### src/rtl/adc_sclk_pkg.sv
// -----------------------------------------------------------------------------
// adc_sclk_pkg
// Shared definitions for the ADC serial-clock generator:
//   - state_t       : controller states (SETUP/HOLD are used only when the
//                     chip-select framing option is compiled in)
//   - ADC_DIV_W_DEF : default divider width
//   - ADC_CNT_W_DEF : default burst-length width
//   - edge_cnt_w()  : width of the edge counter, which holds 2*NUM_BITS
// -----------------------------------------------------------------------------
package adc_sclk_pkg;

  localparam int ADC_DIV_W_DEF = 8;
  localparam int ADC_CNT_W_DEF = 6;

  typedef enum logic [1:0] {
    ST_IDLE  = 2'd0,
    ST_SETUP = 2'd1,
    ST_RUN   = 2'd2,
    ST_HOLD  = 2'd3
  } state_t;

  // A burst of N bits has 2*N SCLK edges, so one extra bit is needed.
  function automatic int edge_cnt_w(input int cnt_w);
    return cnt_w + 1;
  endfunction

endpackage

### src/rtl/adc_sclk_div.sv
// -----------------------------------------------------------------------------
// adc_sclk_div
// Reloadable down-counter used as the SCLK half-period timer.
//   clk   : system clock
//   rst   : synchronous reset, active-high (count cleared to 0)
//   load  : load 'value' into the counter this cycle
//   value : reload value (half-period minus one)
//   tick  : high while the count is 0; the counter parks at 0 when not loaded
// -----------------------------------------------------------------------------
module adc_sclk_div #(
  parameter int W = 8
) (
  input  logic         clk,
  input  logic         rst,
  input  logic         load,
  input  logic [W-1:0] value,
  output logic         tick
);

  logic [W-1:0] count;

  // NOTE: sequential state is written only with non-blocking assignments so
  // every register samples the pre-edge values of its neighbours.
  always_ff @(posedge clk) begin
    if (rst) begin
      count <= '0;
    end else if (load) begin
      count <= value;
    end else if (count != '0) begin
      count <= count - W'(1);
    end
  end

  assign tick = (count == '0);

endmodule

### src/rtl/adc_sclk_gen.sv
// -----------------------------------------------------------------------------
// adc_sclk_gen
// Serial-clock generator for the ADC / touch-controller serial interface.
// Produces a burst of exactly NUM_BITS SCLK periods per START, with a
// programmable half-period (DIV+1 CLK cycles) and selectable idle polarity.
//
// Ports:
//   CLK       : system clock
//   RST       : synchronous reset, active-high
//   START     : one-cycle burst request, sampled only while idle
//   ABORT     : terminate a running burst on the next edge
//   DIV       : half-period minus one, latched at START
//   NUM_BITS  : SCLK periods per burst, latched at START (0 = DONE only)
//   CPOL      : idle level of SCLK, latched at START
//   SCLK      : registered serial clock
//   LEAD_STB  : high the cycle SCLK has just left its idle level
//   TRAIL_STB : high the cycle SCLK has just returned to its idle level
//   BUSY      : burst in progress
//   DONE      : one-cycle pulse when a burst completes
//   CS_n      : active-low chip select (only with ADC_SCLK_CS_EN)
//
// Build option ADC_SCLK_CS_EN adds CS_n and wraps RUN with SETUP and HOLD
// phases of DIV+1 cycles each; CS_n is low from START-accept to end of HOLD.
// -----------------------------------------------------------------------------
module adc_sclk_gen
  import adc_sclk_pkg::*;
#(
  parameter int DIV_W = ADC_DIV_W_DEF,
  parameter int CNT_W = ADC_CNT_W_DEF
) (
  input  logic             CLK,
  input  logic             RST,
  input  logic             START,
  input  logic             ABORT,
  input  logic [DIV_W-1:0] DIV,
  input  logic [CNT_W-1:0] NUM_BITS,
  input  logic             CPOL,
  output logic             SCLK,
  output logic             LEAD_STB,
  output logic             TRAIL_STB,
  output logic             BUSY,
  output logic             DONE
`ifdef ADC_SCLK_CS_EN
  ,
  output logic             CS_n
`endif
);

  localparam int EDGE_W = edge_cnt_w(CNT_W);
  localparam logic [EDGE_W-1:0] LAST_EDGE = EDGE_W'(1);

`ifdef ADC_SCLK_CS_EN
  localparam state_t ST_FIRST   = ST_SETUP;
  localparam state_t ST_AFTER   = ST_HOLD;
  localparam bit     DONE_AT_RUN = 1'b0;
`else
  localparam state_t ST_FIRST   = ST_RUN;
  localparam state_t ST_AFTER   = ST_IDLE;
  localparam bit     DONE_AT_RUN = 1'b1;
`endif

  state_t              state;
  logic [DIV_W-1:0]    div_q;
  logic                cpol_q;
  logic [EDGE_W-1:0]   edge_cnt;   // remaining SCLK edges; holds the latched burst length
  logic                tick;
  logic                start_req;
  logic                start_acc;
  logic                div_load;
  logic [DIV_W-1:0]    div_value;

  // ABORT beats START in IDLE; a zero-length request only latches CPOL.
  assign start_req = (state == ST_IDLE) && START && !ABORT;
  assign start_acc = start_req && (NUM_BITS != '0);

  // The divider is primed on accept and reloaded on every expiry while active,
  // so each phase (SETUP, every half-period, HOLD) lasts exactly DIV+1 cycles.
  assign div_load  = start_acc || ((state != ST_IDLE) && tick);
  assign div_value = start_acc ? DIV : div_q;

  assign BUSY = (state != ST_IDLE);

  adc_sclk_div #(.W(DIV_W)) u_div (
    .clk   (CLK),
    .rst   (RST),
    .load  (div_load),
    .value (div_value),
    .tick  (tick)
  );

  always_ff @(posedge CLK) begin
    if (RST) begin
      state     <= ST_IDLE;
      div_q     <= '0;
      cpol_q    <= 1'b0;
      edge_cnt  <= '0;
      SCLK      <= 1'b0;
      LEAD_STB  <= 1'b0;
      TRAIL_STB <= 1'b0;
      DONE      <= 1'b0;
    end else begin
      LEAD_STB  <= 1'b0;
      TRAIL_STB <= 1'b0;
      DONE      <= 1'b0;
      if (state == ST_IDLE) begin
        if (start_req) begin
          cpol_q <= CPOL;
          SCLK   <= CPOL;
          if (start_acc) begin
            div_q    <= DIV;
            edge_cnt <= {NUM_BITS, 1'b0};
            state    <= ST_FIRST;
          end else begin
            DONE <= 1'b1;
          end
        end else begin
          SCLK <= cpol_q;
        end
      end else if (ABORT) begin
        state <= ST_IDLE;
        SCLK  <= cpol_q;
      end else if (tick) begin
        case (state)
          ST_SETUP: state <= ST_RUN;
          ST_RUN: begin
            SCLK      <= ~SCLK;
            // Strobes are judged against the pre-toggle level, so they line
            // up with the cycle SCLK shows its new value.
            LEAD_STB  <= (SCLK == cpol_q);
            TRAIL_STB <= (SCLK != cpol_q);
            edge_cnt  <= edge_cnt - EDGE_W'(1);
            if (edge_cnt == LAST_EDGE) begin
              state <= ST_AFTER;
              if (DONE_AT_RUN) DONE <= 1'b1;
            end
          end
          ST_HOLD: begin
            state <= ST_IDLE;
            DONE  <= 1'b1;
          end
          default: state <= ST_IDLE;
        endcase
      end
    end
  end

`ifdef ADC_SCLK_CS_EN
  always_ff @(posedge CLK) begin
    if (RST) begin
      CS_n <= 1'b1;
    end else if (start_acc) begin
      CS_n <= 1'b0;
    end else if ((state != ST_IDLE) && (ABORT || ((state == ST_HOLD) && tick))) begin
      CS_n <= 1'b1;
    end
  end
`endif

endmodule

### config.mk
export PLATFORM = sky130hd
export DESIGN_NAME = adc_sclk_gen
export DESIGN_NICKNAME = d
export VERILOG_FILES = /design/src/rtl/adc_sclk_pkg.sv /design/src/rtl/adc_sclk_div.sv /design/src/rtl/adc_sclk_gen.sv
export SDC_FILE = /design/constraint.sdc
export NUM_CORES = 1
export LEC_CHECK = 0
export CELL_PAD_IN_SITES_DETAIL_PLACEMENT = 1
export CELL_PAD_IN_SITES_GLOBAL_PLACEMENT = 1
export CORE_ASPECT_RATIO = 0.75
export CORE_MARGIN = 1.5
export CORE_UTILIZATION = 45
export DETAILED_ROUTE_END_ITERATION = 10
export DONT_BUFFER_PORTS = 1
export HOLD_SLACK_MARGIN = 0.1
export PLACE_DENSITY_LB_ADDON = 0.1
export SYNTH_ARGS = -nofsm -noshare
export SYNTH_HDL_FRONTEND = slang
export SYNTH_SLANG_ARGS = --single-unit
### constraint.sdc
create_clock -name CLK -period 2.85 [get_ports CLK]
set_clock_uncertainty 0.05 [all_clocks]
set_input_delay 0.855 -clock CLK [delete_from_list [all_inputs] [get_ports CLK]]
set_output_delay 0.855 -clock CLK [all_outputs]
set_load 0.05 [all_outputs]
==> out/metrics.json, run 1 <==
{
  "post-route-drc-count": {"value": 0},
  "dieWidth": {"value": 72.2, "unit": "um"},
  "floorplan.initialDensity": {"value": 48.2, "unit": "%"},
  "timing.fmax": {"value": 413, "unit": "MHz"},
  "total_negative_setup_slack": {"value": 0, "unit": "ns"},
  "synth_flop_cell": {"value": "sky130_fd_sc_hd__dfxtp_1"},
  "cp_cell_sequence": {"value": "inv_1 > ha_1 > nor4b_1 > nand2_1 > o31ai_1 > a211oi_1"},
  "gp_congestion": {"value": 0.841},
  "route.final.wire_length": {"value": 4.71, "unit": "mm"},
  "worstSkewPairLatency": {"value": 0.28, "unit": "ns"},
  "clk_path_buf_depth": {"value": 2},
  "async_flop_share": {"value": 0, "unit": "%"},
  "hp-class": {"value": "register to register"},
  "multiInputGateArea": {"value": 946, "unit": "um2"},
  "placement_setup_slack": {"value": 0.225, "unit": "ns"},
  "place_hpwl": {"value": 3.51, "unit": "mm"},
  "ys_ff_latch": {"value": 29},
  "ys_seq_area_share": {"value": 35.9, "unit": "%"},
  "timing.critical_path.slowest_cell_delay": {"value": 0.51, "unit": "ns"},
  "worst_pin_slew": {"value": 0.627, "unit": "ns"},
  "global_route.usage.total": {"value": 26.4, "unit": "%"},
  "register_area": {"value": 581, "unit": "um2"},
  "max-slew-margin-rel": {"value": 58.2, "unit": "%"},
  "final.fill_count": {"value": 404},
  "chip_height": {"value": 54.9, "unit": "um"},
  "grt_remaining_overflow": {"value": 0},
  "cts-root-buf": {"value": "sky130_fd_sc_hd__clkbuf_8"},
  "pin_count_of_the_biggest_net_entering_global_routing": {"value": 25},
  "cts_num_sinks": {"value": 29},
  "start_kind": {"value": "register"},
  "slew_viol_final": {"value": 0},
  "drt_pass1_iterations": {"value": 4},
  "synthDistinctLibCells": {"value": 53},
  "yosysWarningCount": {"value": 0},
  "drtIter0Drc": {"value": 104},
  "timing.critical_path.arrival": {"value": 2.51, "unit": "ns"},
  "final.period_utilization": {"value": 84.9, "unit": "%"},
  "num_vias": {"value": 1492},
  "nets": {"value": 222},
  "whs_path_depth": {"value": 2},
  "grt_setup_unrepaired": {"value": "false"},
  "cp_top_family": {"value": "simple AND/OR/NAND/NOR gates"},
  "timing.critical_path.slowest_stage_cell": {"value": "sky130_fd_sc_hd__nor4b_1"},
  "ioPinCount": {"value": 24},
  "setup_ws": {"value": 0.431, "unit": "ns"},
  "number_of_buffers_inserted_by_port_buffering": {"value": 0},
  "die_area": {"value": 3960, "unit": "um2"},
  "r2r_slack": {"value": 0.43, "unit": "ns"},
  "postCtsSetupBuffers": {"value": 0},
  "synthToLayoutAreaGrowth": {"value": 9.29, "unit": "%"},
  "layout-drive-gt1-share": {"value": 12.1, "unit": "%"},
  "timing.critical_path.fanout_max": {"value": 8},
  "htree_levels": {"value": 2},
  "post_cts_resized": {"value": 0},
  "grt_first_pass_wirelength": {"value": 7.49, "unit": "mm"},
  "tritoncts": {"value": "built"},
  "netlist_instances": {"value": 196},
  "synth.cell_area": {"value": 1620, "unit": "um2"},
  "diodes": {"value": 0},
  "tritoncts_buffer_count": {"value": 5},
  "placeableCoreArea": {"value": 3360, "unit": "um2"},
  "timing.critical_path.depth": {"value": 6},
  "cts.hold.buffers_added": {"value": 0},
  "cp.buffers_inverters": {"value": 1},
  "nature_of_the_critical_path_endpoint": {"value": "register"},
  "synthesis.area_per_instance": {"value": 8.25, "unit": "um2"},
  "p_leak": {"value": 0.631, "unit": "nW"},
  "synthesis.nets": {"value": 219},
  "period_minus_slack": {"value": 2.42, "unit": "ns"},
  "worst-endpoint-required": {"value": 2.94, "unit": "ns"},
  "final-hold-violation-count": {"value": 0},
  "power_density": {"value": 955, "unit": "nW/um2"},
  "number_of_antenna_violations_at_the_first_check_in_global_routing": {"value": 0},
  "number_of_synthesized_flops_with_an_enable_pin": {"value": 0},
  "route.detailed.wl_per_inst": {"value": 19.7, "unit": "um"},
  "r2r_cells": {"value": 6},
  "finalSetupViolCount": {"value": 0},
  "vdd_ir_drop_max": {"value": 456, "unit": "uV"},
  "first_global_vias": {"value": 1468},
  "critical_path_class": {"value": "register to register"},
  "number_of_vias_per_cell_after_detailed_routing": {"value": 6.24},
  "outcome": {"value": "completed"},
  "cts.reportedPaths.clkPinSlew": {"value": 0.06, "unit": "ns"},
  "postRouteAntennaNets": {"value": 0},
  "placementRows": {"value": 18},
  "max_cap_viols": {"value": 0}
}
state kept, by name (all words and copies together), names as in the netlist:
register and count:
div_q 8, cpol_q 1, state 1, edge_cnt 7, u_div.count 8, LEAD_STB 1
SCLK 1, TRAIL_STB 1, DONE 1
metal layers:
metal  global-route usage, %  share of wire [%]  vias up
met3                    9.24                5.9        4
met4                    8.81               0.96        0
met5                       0                  0        -
met2                    37.7                 43       33
li1                        -                  -      729
met1                    37.3                 50      726
power breakdown:
part	switching [mW]	internal, mW
combinational	0.385	0.288
clock	0.157	0.254
sequential	0.123	0.479
worst reg2reg max path: stages, from the launching register on:
cell and delay [ns]:
sky130_fd_sc_hd__dfxtp_1 0.41, sky130_fd_sc_hd__inv_1 0.14, sky130_fd_sc_hd__ha_1 0.27, sky130_fd_sc_hd__nor4b_1 0.51, sky130_fd_sc_hd__nand2_1 0.31, sky130_fd_sc_hd__o31ai_1 0.51
sky130_fd_sc_hd__a211oi_1 0.08
kinds of logic (layout without fill, tap and decap cells):
family / Yosys count / count (layout) / synth area share, %
mux: 4 / 4 / 2.55
buf+inv: 21 / 24 / 5.57
xor+xnor: 3 / 3 / 1.63
compound gates: 63 / 63 / 28.3
flops: 29 / 29 / 35.9
fa+ha+maj: 4 / 4 / 3.10
simple gates: 72 / 72 / 23.0
per-stage QoR:
| stage | util (%) | std cells | hold slack, ns | area (um2) | total power, mW |
|---|---|---|---|---|---|
| final | 52.6 | 239 | 0.398 | 1770 | 1.69 |
| after global routing | 52.6 | 239 | 0.417 | 1770 | 1.80 |
| after CTS | 52.6 | 239 | 0.400 | 1770 | 1.69 |
| after detailed placement | 49.6 | 232 | 0.391 | 1660 | 1.26 |
| after global placement | 49.6 | 232 | 0.383 | 1660 | 1.24 |
| after floorplan | - | 196 | 0.382 | 1620 | 1.09 |
worst paths after layout:
| path | from | end |
|---|---|---|
| setup / recovery | u_div.count[0] | u_div.count[4] |
| hold / removal | div_q[6] | div_q[6] |
| setup reg to reg | u_div.count[0] | u_div.count[4] |
| hold reg to reg | div_q[6] | div_q[6] |
cell usage in the layout, fill, tap and decap left out, types with 2 or more instances in the layout:
cell type / count
sky130_fd_sc_hd__o2111ai_1: 2
sky130_fd_sc_hd__nand2b_1: 2
sky130_fd_sc_hd__nor2_1: 14
sky130_fd_sc_hd__a2bb2oi_1: 2
sky130_fd_sc_hd__nor3b_1: 3
sky130_fd_sc_hd__a211oi_1: 4
sky130_fd_sc_hd__or4_1: 2
sky130_fd_sc_hd__nand2_1: 24
sky130_fd_sc_hd__or4_4: 2
sky130_fd_sc_hd__clkbuf_8: 5
sky130_fd_sc_hd__o21ai_0: 6
sky130_fd_sc_hd__o32ai_1: 4
sky130_fd_sc_hd__o31ai_1: 2
sky130_fd_sc_hd__nor4_1: 2
sky130_fd_sc_hd__ha_1: 4
sky130_fd_sc_hd__nor3_1: 8
sky130_fd_sc_hd__buf_4: 6
sky130_fd_sc_hd__nand4_1: 2
sky130_fd_sc_hd__a21oi_1: 23
sky130_fd_sc_hd__nand3_1: 4
sky130_fd_sc_hd__xor2_1: 2
sky130_fd_sc_hd__and3_1: 3
sky130_fd_sc_hd__inv_1: 11
sky130_fd_sc_hd__mux2i_1: 3
sky130_fd_sc_hd__dfxtp_1: 29
sky130_fd_sc_hd__o211ai_1: 3
cells in the mapped netlist (all sizes together) (4+ instances only):
| cell | instances | area, um2 |
|---|---|---|
| a211oi | 5 | 42.5 |
| a21oi | 23 | 115 |
| buf | 5 | 30.0 |
| clkbuf | 5 | 18.8 |
| dfxtp | 29 | 581 |
| ha | 4 | 50.1 |
| inv | 11 | 41.3 |
| nand2 | 24 | 90.1 |
| nand3 | 4 | 20.0 |
| nor2 | 14 | 52.6 |
| nor3 | 8 | 40.0 |
| nor3b | 4 | 35.0 |
| o21ai | 6 | 30.0 |
| o32ai | 4 | 35.0 |
| or4 | 4 | 37.5 |
cell type report:
type                            instances  area share [%]
Inverter                               11            2.34
Multi-Input combinational cell        146            53.5
Clock inverter                          2            1.98
Tap cell                               40            2.83
Clock buffer                            5            3.90
Timing Repair Buffer                    6            2.55
Sequential cell                        29            32.9
(Power assumes the default switching activity.)
==> run 2, diff against run 1 <==
--- a/config.mk
+++ b/config.mk
@@ -5,11 +5,12 @@
 export SDC_FILE = /design/constraint.sdc
 export NUM_CORES = 1
 export LEC_CHECK = 0
+export ABC_AREA = 1
 export CELL_PAD_IN_SITES_DETAIL_PLACEMENT = 1
 export CELL_PAD_IN_SITES_GLOBAL_PLACEMENT = 1
 export CORE_ASPECT_RATIO = 0.75
 export CORE_MARGIN = 1.5
-export CORE_UTILIZATION = 45
+export CORE_UTILIZATION = 44
 export DETAILED_ROUTE_END_ITERATION = 10
 export DONT_BUFFER_PORTS = 1
 export HOLD_SLACK_MARGIN = 0.1
==> constraint.sdc (replaced) <==
create_clock -name CLK -period 2.5 [get_ports CLK]
set_clock_uncertainty 0.05 [all_clocks]
set_input_delay 0.75 -clock CLK [delete_from_list [all_inputs] [get_ports CLK]]
set_output_delay 0.75 -clock CLK [all_outputs]
set_load 0.05 [all_outputs]
==> out/metrics.json, run 2 <==
{
  "max-slew-margin-rel": {"value": 60.8, "unit": "%"},
  "grt_setup_unrepaired": {"value": "false"},
  "grt_first_pass_wirelength": {"value": 7.10, "unit": "mm"},
  "htree_levels": {"value": 2},
  "final-hold-violation-count": {"value": 0},
  "number_of_buffers_inserted_by_port_buffering": {"value": 0},
  "vdd_ir_drop_max": {"value": 355, "unit": "uV"},
  "start_kind": {"value": "register"},
  "period_minus_slack": {"value": 1.76, "unit": "ns"},
  "number_of_vias_per_cell_after_detailed_routing": {"value": 5.04},
  "critical_path_class": {"value": "register to output port"},
  "floorplan.initialDensity": {"value": 45.7, "unit": "%"},
  "first_global_vias": {"value": 1523},
  "synth_flop_cell": {"value": "sky130_fd_sc_hd__dfxtp_1"},
  "async_flop_share": {"value": 0, "unit": "%"},
  "number_of_synthesized_flops_with_an_enable_pin": {"value": 0},
  "synth_common_cells": {"value": "sky130_fd_sc_hd__nand2_1 (56), sky130_fd_sc_hd__nor2_1 (46), sky130_fd_sc_hd__dfxtp_1 (29), sky130_fd_sc_hd__inv_1 (25), sky130_fd_sc_hd__nand3_1 (21)"},
  "route.detailed.wl_per_inst": {"value": 13.5, "unit": "um"},
  "hp-class": {"value": "register to register"},
  "timing.fmax": {"value": 567, "unit": "MHz"},
  "min-delay-start": {"value": "div_q[4]"},
  "outcome": {"value": "completed"},
  "synth_top_cells_by_area": {"value": "sky130_fd_sc_hd__dfxtp_1 (35%), sky130_fd_sc_hd__nand2_1 (13%), sky130_fd_sc_hd__nor2_1 (10%)"},
  "timing.critical_path.depth": {"value": 0},
  "layout_commonest_cell": {"value": "sky130_fd_sc_hd__nand2_1"},
  "r2r_cells": {"value": 10},
  "postRouteAntennaNets": {"value": 0},
  "netlist_instances": {"value": 249},
  "tritoncts": {"value": "built"},
  "cts_num_sinks": {"value": 29},
  "post-route-drc-count": {"value": 0},
  "total_negative_setup_slack": {"value": 0, "unit": "ns"},
  "place_hpwl": {"value": 3.15, "unit": "mm"},
  "synth.largest_area_cell": {"value": "sky130_fd_sc_hd__dfxtp_1"},
  "cts.reportedPaths.clkPinSlew": {"value": 0.06, "unit": "ns"},
  "global_route.usage.total": {"value": 22.5, "unit": "%"},
  "synthDistinctLibCells": {"value": 30},
  "p_leak": {"value": 0.843, "unit": "nW"},
  "route.final.wire_length": {"value": 4.10, "unit": "mm"},
  "yosysMostFrequentCell": {"value": "sky130_fd_sc_hd__nand2_1"},
  "worst_pin_slew": {"value": 0.587, "unit": "ns"},
  "gp_congestion": {"value": 0.787},
  "layout-drive-gt1-share": {"value": 9.56, "unit": "%"},
  "ys_seq_area_share": {"value": 34.9, "unit": "%"},
  "drtIter0Drc": {"value": 70},
  "post_cts_resized": {"value": 0},
  "drt_pass1_iterations": {"value": 4},
  "synthesis.area_per_instance": {"value": 6.68, "unit": "um2"},
  "ioPinCount": {"value": 24},
  "tritoncts_buffer_count": {"value": 5},
  "synthesis.nets": {"value": 272},
  "chip_height": {"value": 56.2, "unit": "um"},
  "cts.hold.buffers_added": {"value": 0},
  "ys_ff_latch": {"value": 29},
  "yosysWarningCount": {"value": 0},
  "final.period_utilization": {"value": 70.5, "unit": "%"},
  "timing.critical_path.fanout_max": {"value": 4},
  "timing.critical_path.arrival": {"value": 0.96, "unit": "ns"},
  "num_vias": {"value": 1528},
  "die_area": {"value": 4160, "unit": "um2"},
  "number_of_antenna_violations_at_the_first_check_in_global_routing": {"value": 0},
  "nets": {"value": 274},
  "grt_remaining_overflow": {"value": 0},
  "nature_of_the_critical_path_endpoint": {"value": "output port"},
  "synthToLayoutAreaGrowth": {"value": 7.07, "unit": "%"},
  "placementRows": {"value": 19},
  "finalSetupViolCount": {"value": 0},
  "most-common-layout-cells": {"value": "sky130_fd_sc_hd__nand2_1 (56), sky130_fd_sc_hd__nor2_1 (46), sky130_fd_sc_hd__dfxtp_1 (29)"},
  "placement_setup_slack": {"value": 0.519, "unit": "ns"},
  "worst_setup_path_startpoint": {"value": "SCLK"},
  "synth.cell_area": {"value": 1660, "unit": "um2"},
  "setup_ws": {"value": 0.737, "unit": "ns"},
  "worstSkewPairLatency": {"value": 0.27, "unit": "ns"},
  "pin_count_of_the_biggest_net_entering_global_routing": {"value": 22},
  "dieWidth": {"value": 74.0, "unit": "um"},
  "synth.top_cell.area_share": {"value": 34.9, "unit": "%"},
  "clk_path_buf_depth": {"value": 2},
  "slew_viol_final": {"value": 0},
  "layout_top_registers": {"value": "div_q: 8 flops, u_div.count: 8 flops, edge_cnt: 7 flops"},
  "diodes": {"value": 0},
  "whs_path_depth": {"value": 2},
  "cts-root-buf": {"value": "sky130_fd_sc_hd__clkbuf_8"},
  "worst_r2r_startpoint": {"value": "u_div.count[0]"},
  "worst-endpoint-required": {"value": 1.70, "unit": "ns"},
  "max_cap_viols": {"value": 0},
  "power_density": {"value": 955, "unit": "nW/um2"},
  "placeableCoreArea": {"value": 3640, "unit": "um2"},
  "postCtsSetupBuffers": {"value": 0}
}
run 2: power by group:
| part | total [mW] | internal [mW] | leakage, nW | switching [mW] |
|---|---|---|---|---|
| sequential | 0.629 | 0.544 | 0.239 | 0.0849 |
| clock | 0.385 | 0.218 | 0.0443 | 0.167 |
| combinational | 0.686 | 0.263 | 0.560 | 0.422 |
run 2: kinds of logic after synthesis:
kind of cell,after synthesis,share of synthesized area [%]
AND/OR/NAND/NOR,147,40.7
adder cells (fa/ha/maj),4,3.01
flip-flops,29,34.9
buffers and inverters,37,10.2
XOR/XNOR,5,2.63
AO/OA/AOI/OAI,27,8.58
run 2: layout make-up:
cell class / count / area [um2]
Inverter: 30 / 120
Multi-Input combinational cell: 183 / 913
Fill cell: 513 / 1860
Tap cell: 52 / 65.1
Clock buffer: 7 / 86.3
Sequential cell: 29 / 581
Timing Repair Buffer: 2 / 15.0
run 2: worst min-delay path, cell delays in order, from the launching register on:
cell and delay (ns):
sky130_fd_sc_hd__dfxtp_1 0.29, sky130_fd_sc_hd__nand2_1 0.07, sky130_fd_sc_hd__a21oi_1 0.06
run 2: worst paths after layout:
kind | to | slack [ns]
setup / recovery | SCLK | 0.74
hold / removal | div_q[4] | 0.42
setup reg to reg | u_div.count[0] | 0.84
hold reg to reg | div_q[4] | 0.42
run 2: per-stage QoR:
stage | power (mW) | instances | cell area [um2] | hold slack (ns) | utilization, %
6_report | 1.70 | 303 | 1780 | 0.416 | 49.0
4_1_cts | 1.72 | 303 | 1780 | 0.421 | 49.0
3_5_place_dp | 1.32 | 296 | 1690 | 0.413 | 46.6
2_1_floorplan | 1.19 | 249 | 1660 | 0.401 | -
5_1_grt | 1.86 | 303 | 1780 | 0.436 | 49.0
3_3_place_gp | 1.31 | 296 | 1690 | 0.407 | 46.6
run 2: metal layers:
layer  wire length, um  global-route usage [%]  vias up
met5                 0                       0        -
met4                31                    5.56        0
met3               207                    5.07        5
met2              1690                    32.9       31
met1              2180                    33.0      703
li1                  -                       -      789
